## src/rtl/oam_dma_ctrl_if.sv

```systemverilog
// CPU/bus bundle for the OAM DMA sequencer; the slave modport is the controller.
// The DMC fetch signals exist only when OAM_DMA_DMC_EN is defined.
interface oam_dma_ctrl_if;
  logic        cpu_ce;
  logic [15:0] cpu_addr;
  logic [7:0]  cpu_wdata;
  logic        cpu_we;
  logic        cpu_halt;
  logic        dma_active;
  logic [15:0] dma_addr;
  logic        dma_rw;
  logic [7:0]  dma_wdata;
  logic [7:0]  bus_rdata;
  logic        busy;
`ifdef OAM_DMA_DMC_EN
  logic        dmc_req;
  logic [15:0] dmc_addr;
  logic        dmc_ack;
  logic [7:0]  dmc_data;
`endif

  modport master (
    output cpu_ce, cpu_addr, cpu_wdata, cpu_we, bus_rdata,
`ifdef OAM_DMA_DMC_EN
    output dmc_req, dmc_addr,
    input  dmc_ack, dmc_data,
`endif
    input  cpu_halt, dma_active, dma_addr, dma_rw, dma_wdata, busy
  );

  modport slave (
    input  cpu_ce, cpu_addr, cpu_wdata, cpu_we, bus_rdata,
`ifdef OAM_DMA_DMC_EN
    input  dmc_req, dmc_addr,
    output dmc_ack, dmc_data,
`endif
    output cpu_halt, dma_active, dma_addr, dma_rw, dma_wdata, busy
  );
endinterface

```

## src/rtl/oam_dma_ctrl.sv

```systemverilog
// OAM DMA bus sequencer: halts the CPU and copies one page to OAMDATA in get/put pairs.
// Define OAM_DMA_DMC_EN to add DMC sample fetches that steal get cycles.
module oam_dma_ctrl #(
  parameter logic [15:0] DMA_REG_ADDR = 16'h4014,
  parameter logic [15:0] OAMDATA_ADDR = 16'h2004,
  parameter int          XFER_LEN     = 256
) (
  input logic           clk,
  input logic           reset,
  oam_dma_ctrl_if.slave bus
);
  localparam logic [7:0] LAST_IDX = 8'(XFER_LEN - 1);

  typedef enum logic [2:0] {
    IDLE,
    HALT,
    ALIGN,
    READ,
    WRITE
`ifdef OAM_DMA_DMC_EN
    , DMC_RD
`endif
  } state_e;

  state_e     state_q, state_d, nextGet;
  logic       parity_q;
  logic [7:0] idx_q, idx_d;
  logic [7:0] page_q, page_d;
  logic [7:0] latch_q, latch_d;
  logic       trigger;
`ifdef OAM_DMA_DMC_EN
  logic       oam_q, oam_d;
  logic       dmcPend_q, dmcPend_d;
  logic [7:0] dmcData_q, dmcData_d;
`endif

  assign trigger = bus.cpu_we && (bus.cpu_addr == DMA_REG_ADDR);

  // State register: reset acts on any clk, everything else only on CPU cycle ends.
  always_ff @(posedge clk) begin
    if (reset) begin
      state_q   <= IDLE;
      parity_q  <= 1'b0;
      idx_q     <= 8'h00;
      page_q    <= 8'h00;
      latch_q   <= 8'h00;
`ifdef OAM_DMA_DMC_EN
      oam_q     <= 1'b0;
      dmcPend_q <= 1'b0;
      dmcData_q <= 8'h00;
`endif
    end else if (bus.cpu_ce) begin
      state_q   <= state_d;
      parity_q  <= ~parity_q;
      idx_q     <= idx_d;
      page_q    <= page_d;
      latch_q   <= latch_d;
`ifdef OAM_DMA_DMC_EN
      oam_q     <= oam_d;
      dmcPend_q <= dmcPend_d;
      dmcData_q <= dmcData_d;
`endif
    end
  end

  // Next-state logic; nextGet picks who owns the upcoming get cycle.
  always_comb begin
    state_d = state_q;
    idx_d   = idx_q;
    page_d  = page_q;
    latch_d = latch_q;
`ifdef OAM_DMA_DMC_EN
    oam_d     = oam_q;
    dmcPend_d = dmcPend_q | bus.dmc_req;
    dmcData_d = dmcData_q;
    nextGet   = (dmcPend_q || bus.dmc_req) ? DMC_RD : READ;
`else
    nextGet   = READ;
`endif
    case (state_q)
      IDLE: begin
        if (trigger) begin
          page_d  = bus.cpu_wdata;
          idx_d   = 8'h00;
          state_d = HALT;
`ifdef OAM_DMA_DMC_EN
          oam_d   = 1'b1;
        end else if (bus.dmc_req) begin
          oam_d   = 1'b0;
          state_d = HALT;
`endif
        end
      end
      HALT:  state_d = parity_q ? nextGet : ALIGN;
      ALIGN: state_d = nextGet;
      READ: begin
        latch_d = bus.bus_rdata;
        state_d = WRITE;
      end
      WRITE: begin
        idx_d   = idx_q + 8'h01;
        state_d = (idx_q == LAST_IDX) ? IDLE : nextGet;
      end
`ifdef OAM_DMA_DMC_EN
      DMC_RD: begin
        dmcData_d = bus.bus_rdata;
        dmcPend_d = 1'b0;
        state_d   = oam_q ? ALIGN : IDLE;
      end
`endif
      default: state_d = IDLE;
    endcase
  end

  // Bus outputs are decoded purely from registered state.
  always_comb begin
    bus.cpu_halt   = (state_q != IDLE);
    bus.busy       = (state_q != IDLE);
    bus.dma_active = 1'b0;
    bus.dma_rw     = 1'b0;
    bus.dma_addr   = 16'h0000;
    bus.dma_wdata  = 8'h00;
`ifdef OAM_DMA_DMC_EN
    bus.dmc_ack    = 1'b0;
    bus.dmc_data   = dmcData_q;
`endif
    case (state_q)
      READ: begin
        bus.dma_active = 1'b1;
        bus.dma_rw     = 1'b1;
        bus.dma_addr   = {page_q, idx_q};
      end
      WRITE: begin
        bus.dma_active = 1'b1;
        bus.dma_addr   = OAMDATA_ADDR;
        bus.dma_wdata  = latch_q;
      end
`ifdef OAM_DMA_DMC_EN
      DMC_RD: begin
        bus.dma_active = 1'b1;
        bus.dma_rw     = 1'b1;
        bus.dma_addr   = bus.dmc_addr;
        bus.dmc_ack    = bus.cpu_ce;
      end
`endif
      default: ;
    endcase
  end
endmodule

```

## src/flat_wrapper.sv

```systemverilog
// flat-port wrapper written by rule: the top's interface ports become plain ports
module oam_dma_ctrl_flat 
#(
  parameter logic [15:0] DMA_REG_ADDR = 16'h4014,
  parameter logic [15:0] OAMDATA_ADDR = 16'h2004,
  parameter int          XFER_LEN     = 256
)
  (clk, reset, bus_cpu_ce, bus_cpu_addr, bus_cpu_wdata, bus_cpu_we, bus_bus_rdata, bus_cpu_halt, bus_dma_active, bus_dma_addr, bus_dma_rw, bus_dma_wdata, bus_busy);
  oam_dma_ctrl_if bus_i ();
  input logic clk;
  input logic reset;
  input wire logic [$bits(bus_i.cpu_ce)-1:0] bus_cpu_ce;
  input wire logic [$bits(bus_i.cpu_addr)-1:0] bus_cpu_addr;
  input wire logic [$bits(bus_i.cpu_wdata)-1:0] bus_cpu_wdata;
  input wire logic [$bits(bus_i.cpu_we)-1:0] bus_cpu_we;
  input wire logic [$bits(bus_i.bus_rdata)-1:0] bus_bus_rdata;
  output wire logic [$bits(bus_i.cpu_halt)-1:0] bus_cpu_halt;
  output wire logic [$bits(bus_i.dma_active)-1:0] bus_dma_active;
  output wire logic [$bits(bus_i.dma_addr)-1:0] bus_dma_addr;
  output wire logic [$bits(bus_i.dma_rw)-1:0] bus_dma_rw;
  output wire logic [$bits(bus_i.dma_wdata)-1:0] bus_dma_wdata;
  output wire logic [$bits(bus_i.busy)-1:0] bus_busy;
  assign bus_i.cpu_ce = bus_cpu_ce;
  assign bus_i.cpu_addr = bus_cpu_addr;
  assign bus_i.cpu_wdata = bus_cpu_wdata;
  assign bus_i.cpu_we = bus_cpu_we;
  assign bus_i.bus_rdata = bus_bus_rdata;
  assign bus_cpu_halt = bus_i.cpu_halt;
  assign bus_dma_active = bus_i.dma_active;
  assign bus_dma_addr = bus_i.dma_addr;
  assign bus_dma_rw = bus_i.dma_rw;
  assign bus_dma_wdata = bus_i.dma_wdata;
  assign bus_busy = bus_i.busy;
  oam_dma_ctrl #(.DMA_REG_ADDR(DMA_REG_ADDR), .OAMDATA_ADDR(OAMDATA_ADDR), .XFER_LEN(XFER_LEN)) u_core (.clk(clk), .reset(reset), .bus(bus_i));
endmodule
```

## config.mk

```make
export PLATFORM = sky130hd
export DESIGN_NAME = oam_dma_ctrl_flat
export DESIGN_NICKNAME = d
export VERILOG_FILES = /design/src/rtl/oam_dma_ctrl_if.sv /design/src/rtl/oam_dma_ctrl.sv /design/src/flat_wrapper.sv
export SDC_FILE = /design/constraint.sdc
export NUM_CORES = 1
export LEC_CHECK = 0
export CAP_MARGIN = 20
export CORE_UTILIZATION = 39
export CTS_CLUSTER_DIAMETER = 40
export DETAILED_ROUTE_END_ITERATION = 8
export GPL_TIMING_DRIVEN = 0
export PLACE_DENSITY = 0.87
export SETUP_SLACK_MARGIN = 0.15
export SKIP_CTS_REPAIR_TIMING = 1
export SYNTH_ARGS = -nofsm -noshare
export SYNTH_HDL_FRONTEND = slang
export SYNTH_SLANG_ARGS = --single-unit
```

## constraint.sdc

```tcl
create_clock -name clk -period 1.4 [get_ports clk]
set_input_delay 0.35 -clock clk [delete_from_list [all_inputs] [get_ports clk]]
set_output_delay 0.35 -clock clk [all_outputs]
set_load 0.05 [all_outputs]
```

; ---- After elaboration in Yosys (flattened, before gate mapping)
; Index checks and enable logic that the tools add are counted.
[totals]
ff_bits = 28
romBits = 0
ram_bits = 0
n_memories = 0
latch_bits = 0
inputBits = 36
[op_classes]
n_reduce_logical = 9
shift = 0
multipliers = 0
n_bitwise = 1
addsub = 1
n_eq_ne = 7
n_mux = 10
n_lt_le_gt_ge = 0
div = 0
[ops]
columns = operator, n
row1 = $pmux W16 S2, 1
row2 = $eq A16 B15 Y1 const B, 1
row3 = $mux W8, 2
row4 = $pmux W8 S2, 1
row5 = $pmux W3 S5, 1
row6 = $add A8 B1 Y8 const B, 1
row7 = $eq A8 B8 Y1 const B, 1
row8 = $eq A3 B2 Y1 const B, 2
row9 = $reduce_and A3 Y1, 2
row10 = $reduce_and A2 Y1, 2
row11 = $eq A3 B1 Y1 const B, 1
row12 = $eq A3 B3 Y1 const B, 1
row13 = $logic_not A3 Y1, 1
row14 = $mux W1, 3
row15 = $mux W3, 1
row16 = $reduce_bool A3 Y1, 1
row17 = $mux W2, 1
row18 = $ne A2 B1 Y1 const B, 1
row19 = $reduce_bool A2 Y1, 1
row20 = $reduce_or A2 Y1, 1
row21 = $logic_and A1 B1 Y1, 1
row22 = $not A1 Y1, 1

; ---- Longest topological paths before layout
; Gate-level depths: netlist of the first run.
[depth]
word_depth = 4
mapped_depth = 6
mapped_depth_nobuf = 5

; ---- Least setup slack after synthesis of the first run
; No wires, ideal clock.
[synth_path]
path_kind = register -> output
start = register u_core.state_q[1]
end = output bus_dma_addr[11]
slack_ns = -0.649
arrival_ns = 1.699
n_path_buf = 3
path_stages_with_launch = 6
cell_sequence = dfxtp_1 > buf_2 > and3b_2 > clkbuf_1 > buf_2 > and2_1
[synth_via]
elab_chain_cells = 2
elab_cells_between_ends = 3
classes_between = eq/ne (2) / mux (1)
[synth_lines]
columns = element, line
row1 = start: declaration, oam_dma_ctrl.sv:25  ; state_e state_q, state_d, nextGet;
row2 = start signal: assignment, oam_dma_ctrl.sv:53  ; state_q <= state_d;
row3 = $eq A3 B3 Y1 / $eq A3 B2 Y1 (equally long branches), oam_dma_ctrl.sv:127  ; case (state_q)
row4 = $pmux W16 S2 (*), oam_dma_ctrl.sv:127
row5 = end: declaration, flat_wrapper.sv:19  ; output wire logic [$bits(bus_i.dma_addr)-1:0] bus_dma_addr;
; Mark *: on every way between the ends. The rest lies on a longest branch, timed or not.

; ---- Final worst setup path of the first run
[layout_path]
start = register u_core.state_q[0]
end = output bus_dma_addr[12]
; The elaborated chain is that of the path after synthesis.

==> impl_results.md, run 1 <==
- Syn. warnings: 0
- N_diodes: 0
- Register clock-pin slew on the reported worst setup and hold paths: 0.10 ns
- Yosys top cell area share: 34.2%
- Core Area: 0.00403 sq mm
- First-iteration detailed-routing DRC count: 176
- Power Total: 1.64 mW
- Setup Viol. Count Final: 44
- Total CTS buffers: 3
- Syn_area_per_cell: 8.04 sq um
- Finished Core Util: 79.5%
- Worst R2R Setup Slack: -0.24 ns
- Tmin final: 1.97 ns
- Vias: 2,007
- Hold Crit Class: reg -> reg
- Buffers on Ports: 63
- Final hold vios: 0
- Initial antenna violation count: 0
- Slew @ Worst Pin: 0.390 ns
- Die Span Y: 66.9 um
- Crit end category: primary output
- Critical path's largest stage delay: 0.34 ns
- Seq/Total Area, Yosys: 34.2%
- Clk_lat worst skew: 0.28 ns
- Pre-antenna DRT Iters: 4
- Die Span X: 66.9 um
- Max-cap violation count: 0
- DP Worst Slack: -0.970 ns
- Placement Cell Area: 0.00246 sq mm
- Clock Skew: 0.00546 ns
- # rows: 23
- Grt ovf: 0
- Min-Delay Path Depth: 2
- Worst Slack Setup Final: -0.573 ns
- RD Place Congestion: 0.851
- Antenna-violating nets left: 0
- Via/cell ratio: 5.90
- Die area: 0.00447 sq mm
- Post-DP HPWL: 3160 um
- Peak VDD IR: 432 uV
- Max Buffers Root-to-Sink: 2
- Fin area: 0.00320 sq mm
- Initial Utilization: 40.7%
- Worst R2R Path Depth: 8
- Syn_nets: 241
- Root Buffer: clkbuf_8
- Critical path peak fanout: 8
- FMAX: 0.507 GHz
- Number of synthesized register bits: 28
- Yosys top cell by area: dfxtp_1
- Vias in the first global route: 1,644
- CTS sink cnt: 28
- Total track usage: 21.2%
- Worst Path Required: 1.05 ns
- Routed len/inst: 19.3 um
- Cell Area, Synth: 0.00164 sq mm
- Status: finished, violations left
- Failing checks: setup timing
- Final Cycle Share: 141%
- IO Pins: 64
- # DRC: 0
- Crit path kind: reg -> out
- Synth cell types: 43
- Detailed Route WL: 6560 um
- CP Data Arrival Time: 1.62 ns
- WHS: 0.474 ns
- RSZ-0062 raised after global routing: true
- Final Slew Violations: 0
- First-pass GRT wire length: 7300 um
- Fin nets: 328
- Lkg Pwr: 1.37 nW
- Critical path's most frequent cell: buf_8
- Area Growth Syn to Fin: 95.3%
- CP Launch Type: flop
- Crit-path slowest cell: dfxtp_2
- Top cells by area in the synthesized netlist: dfxtp_1 34%, and2_1 9.5%, a21oi_1 7.0%
- H-tree levels: 1
- Largest net degree at the start of global routing: 17
- Gate Count Post-Synth: 204
- Power per cell area: 511 mW/mm^2
- Share of cells above drive strength 1: 50.7%
- Relative slew slack: 74.0%
- CTS tree: done
- CP Cell Sequence: buf_6 > and3b_2 > buf_8 > clkbuf_16 > and2_4 > buf_8
[cells in the final DEF (no fill, tap or decap), types with 2 or more instances in the layout]
cell type / instances
nand2_1: 15
nand3_1: 3
clkbuf_4: 3
nand4_1: 13
mux2_2: 2
buf_8: 29
buf_12: 4
clkdlybuf4s50_1: 21
buf_2: 2
clkbuf_16: 3
buf_6: 12
o21ai_2: 9
buf_4: 10
clkbuf_8: 3
dlymetal6s2s_1: 14
a21oi_2: 8
nand2b_1: 5
nor4b_4: 2
a311oi_1: 4
o211ai_1: 2
and2_4: 24
nor2_1: 6
nand2_2: 3
mux2i_1: 3
nand3b_1: 2
xnor2_1: 2
a31oi_1: 4
a21oi_1: 15
dfxtp_2: 4
dfxtp_1: 23
nand2_4: 10
[layer usage]
layer,up-vias,global-route usage (%),share of wire (%)
met3,25,4.62,5.9
met4,0,5.85,3.3
met2,113,35.0,53
li1,902,-,-
met5,-,0,0
met1,967,27.5,38
[flip-flops by register name, indices dropped and copies added, names as in the netlist]
register / count
u_core.idx_q: 8
u_core.latch_q: 8
u_core.page_q: 8
u_core.state_q: 3
u_core.parity_q: 1
[final cells by class]
| class | instances | area (sq um) |
|---|---|---|
| repair buffers | 82 | 1030 |
| inverters | 1 | 3.75 |
| flip-flops and latches | 28 | 569 |
| clock buffers | 3 | 41.3 |
| fillers | 211 | 826 |
| clock inverters | 1 | 30.0 |
| well taps | 50 | 62.6 |
| plain buffers | 17 | 193 |
| multi-input cells | 158 | 1270 |
[cell usage after synthesis, drive strengths merged]
cell type	number
nand2	29
dfxtp	28
and2	25
a21oi	23
nand4	13
buf	11
o21ai	10
nor2	7
clkbuf	6
nand2b	5
a311oi	4
a31oi	4
nand3	4
mux2i	3
o211ai	3
and3	2
and4	2
mux2	2
nand3b	2
nor2b	2
nor4b	2
or2	2
xnor2	2
a21boi	1
a22oi	1
a41oi	1
and3b	1
and4bb	1
ha	1
inv	1
nor3	1
nor3b	1
o21bai	1
o31ai	1
or2b	1
xor2	1
[worst paths after layout]
check | start | endpoint
min reg2reg | u_core.latch_q[2]$_SDFFE_PP0P_ | u_core.latch_q[2]$_SDFFE_PP0P_
max | u_core.state_q[0]$_SDFFE_PP0P_ | bus_dma_addr[12]
max reg2reg | u_core.state_q[1]$_SDFFE_PP0P_ | u_core.idx_q[3]$_SDFFE_PP0P_
min | u_core.latch_q[2]$_SDFFE_PP0P_ | u_core.latch_q[2]$_SDFFE_PP0P_
[critical path, delay by kind of cell (launching register included)]
| family | cells | cell delay, ns |
|---|---|---|
| and+or+nand+nor | 2 | 0.42 |
| buffers and inverters | 4 | 0.57 |
| DFF | 1 | 0.34 |
[cell families after synthesis]
kind of cell / count (synthesis) / share of synthesized area [%]
AOI/OAI and AO/OA: 49 / 17.8
xor gates and xnor gates: 3 / 1.60
adders and majority gates: 1 / 0.763
buffers and inverters: 18 / 6.18
DFF: 28 / 34.2
muxes: 5 / 3.20
and+or+nand+nor: 100 / 36.3
[per-stage QoR]
stage / std cells / setup TNS (ns)
after global routing: 340 / -19.17
after global placement: 317 / -39.50
after detailed placement: 317 / -40.12
after floorplan: 204 / -3.14
after CTS: 321 / -41.57
final: 340 / -17.34
[report_power, final]
group	internal (mW)	switching (mW)
combinational	0.107	0.0736
clock	0.383	0.272
sequential	0.797	0.00265
(Power assumes the default switching activity.)
==> inputs of run 2 (changes only) <==
--- a/config.mk
+++ b/config.mk
@@ -13,6 +13,7 @@
 export PLACE_DENSITY = 0.87
 export SETUP_SLACK_MARGIN = 0.15
 export SKIP_CTS_REPAIR_TIMING = 1
+export SLEW_MARGIN = 20
 export SYNTH_ARGS = -nofsm -noshare
 export SYNTH_HDL_FRONTEND = slang
 export SYNTH_SLANG_ARGS = --single-unit
==> results of run 2 <==
No change in the layout: final DEF, timing and power equal those of run 1.
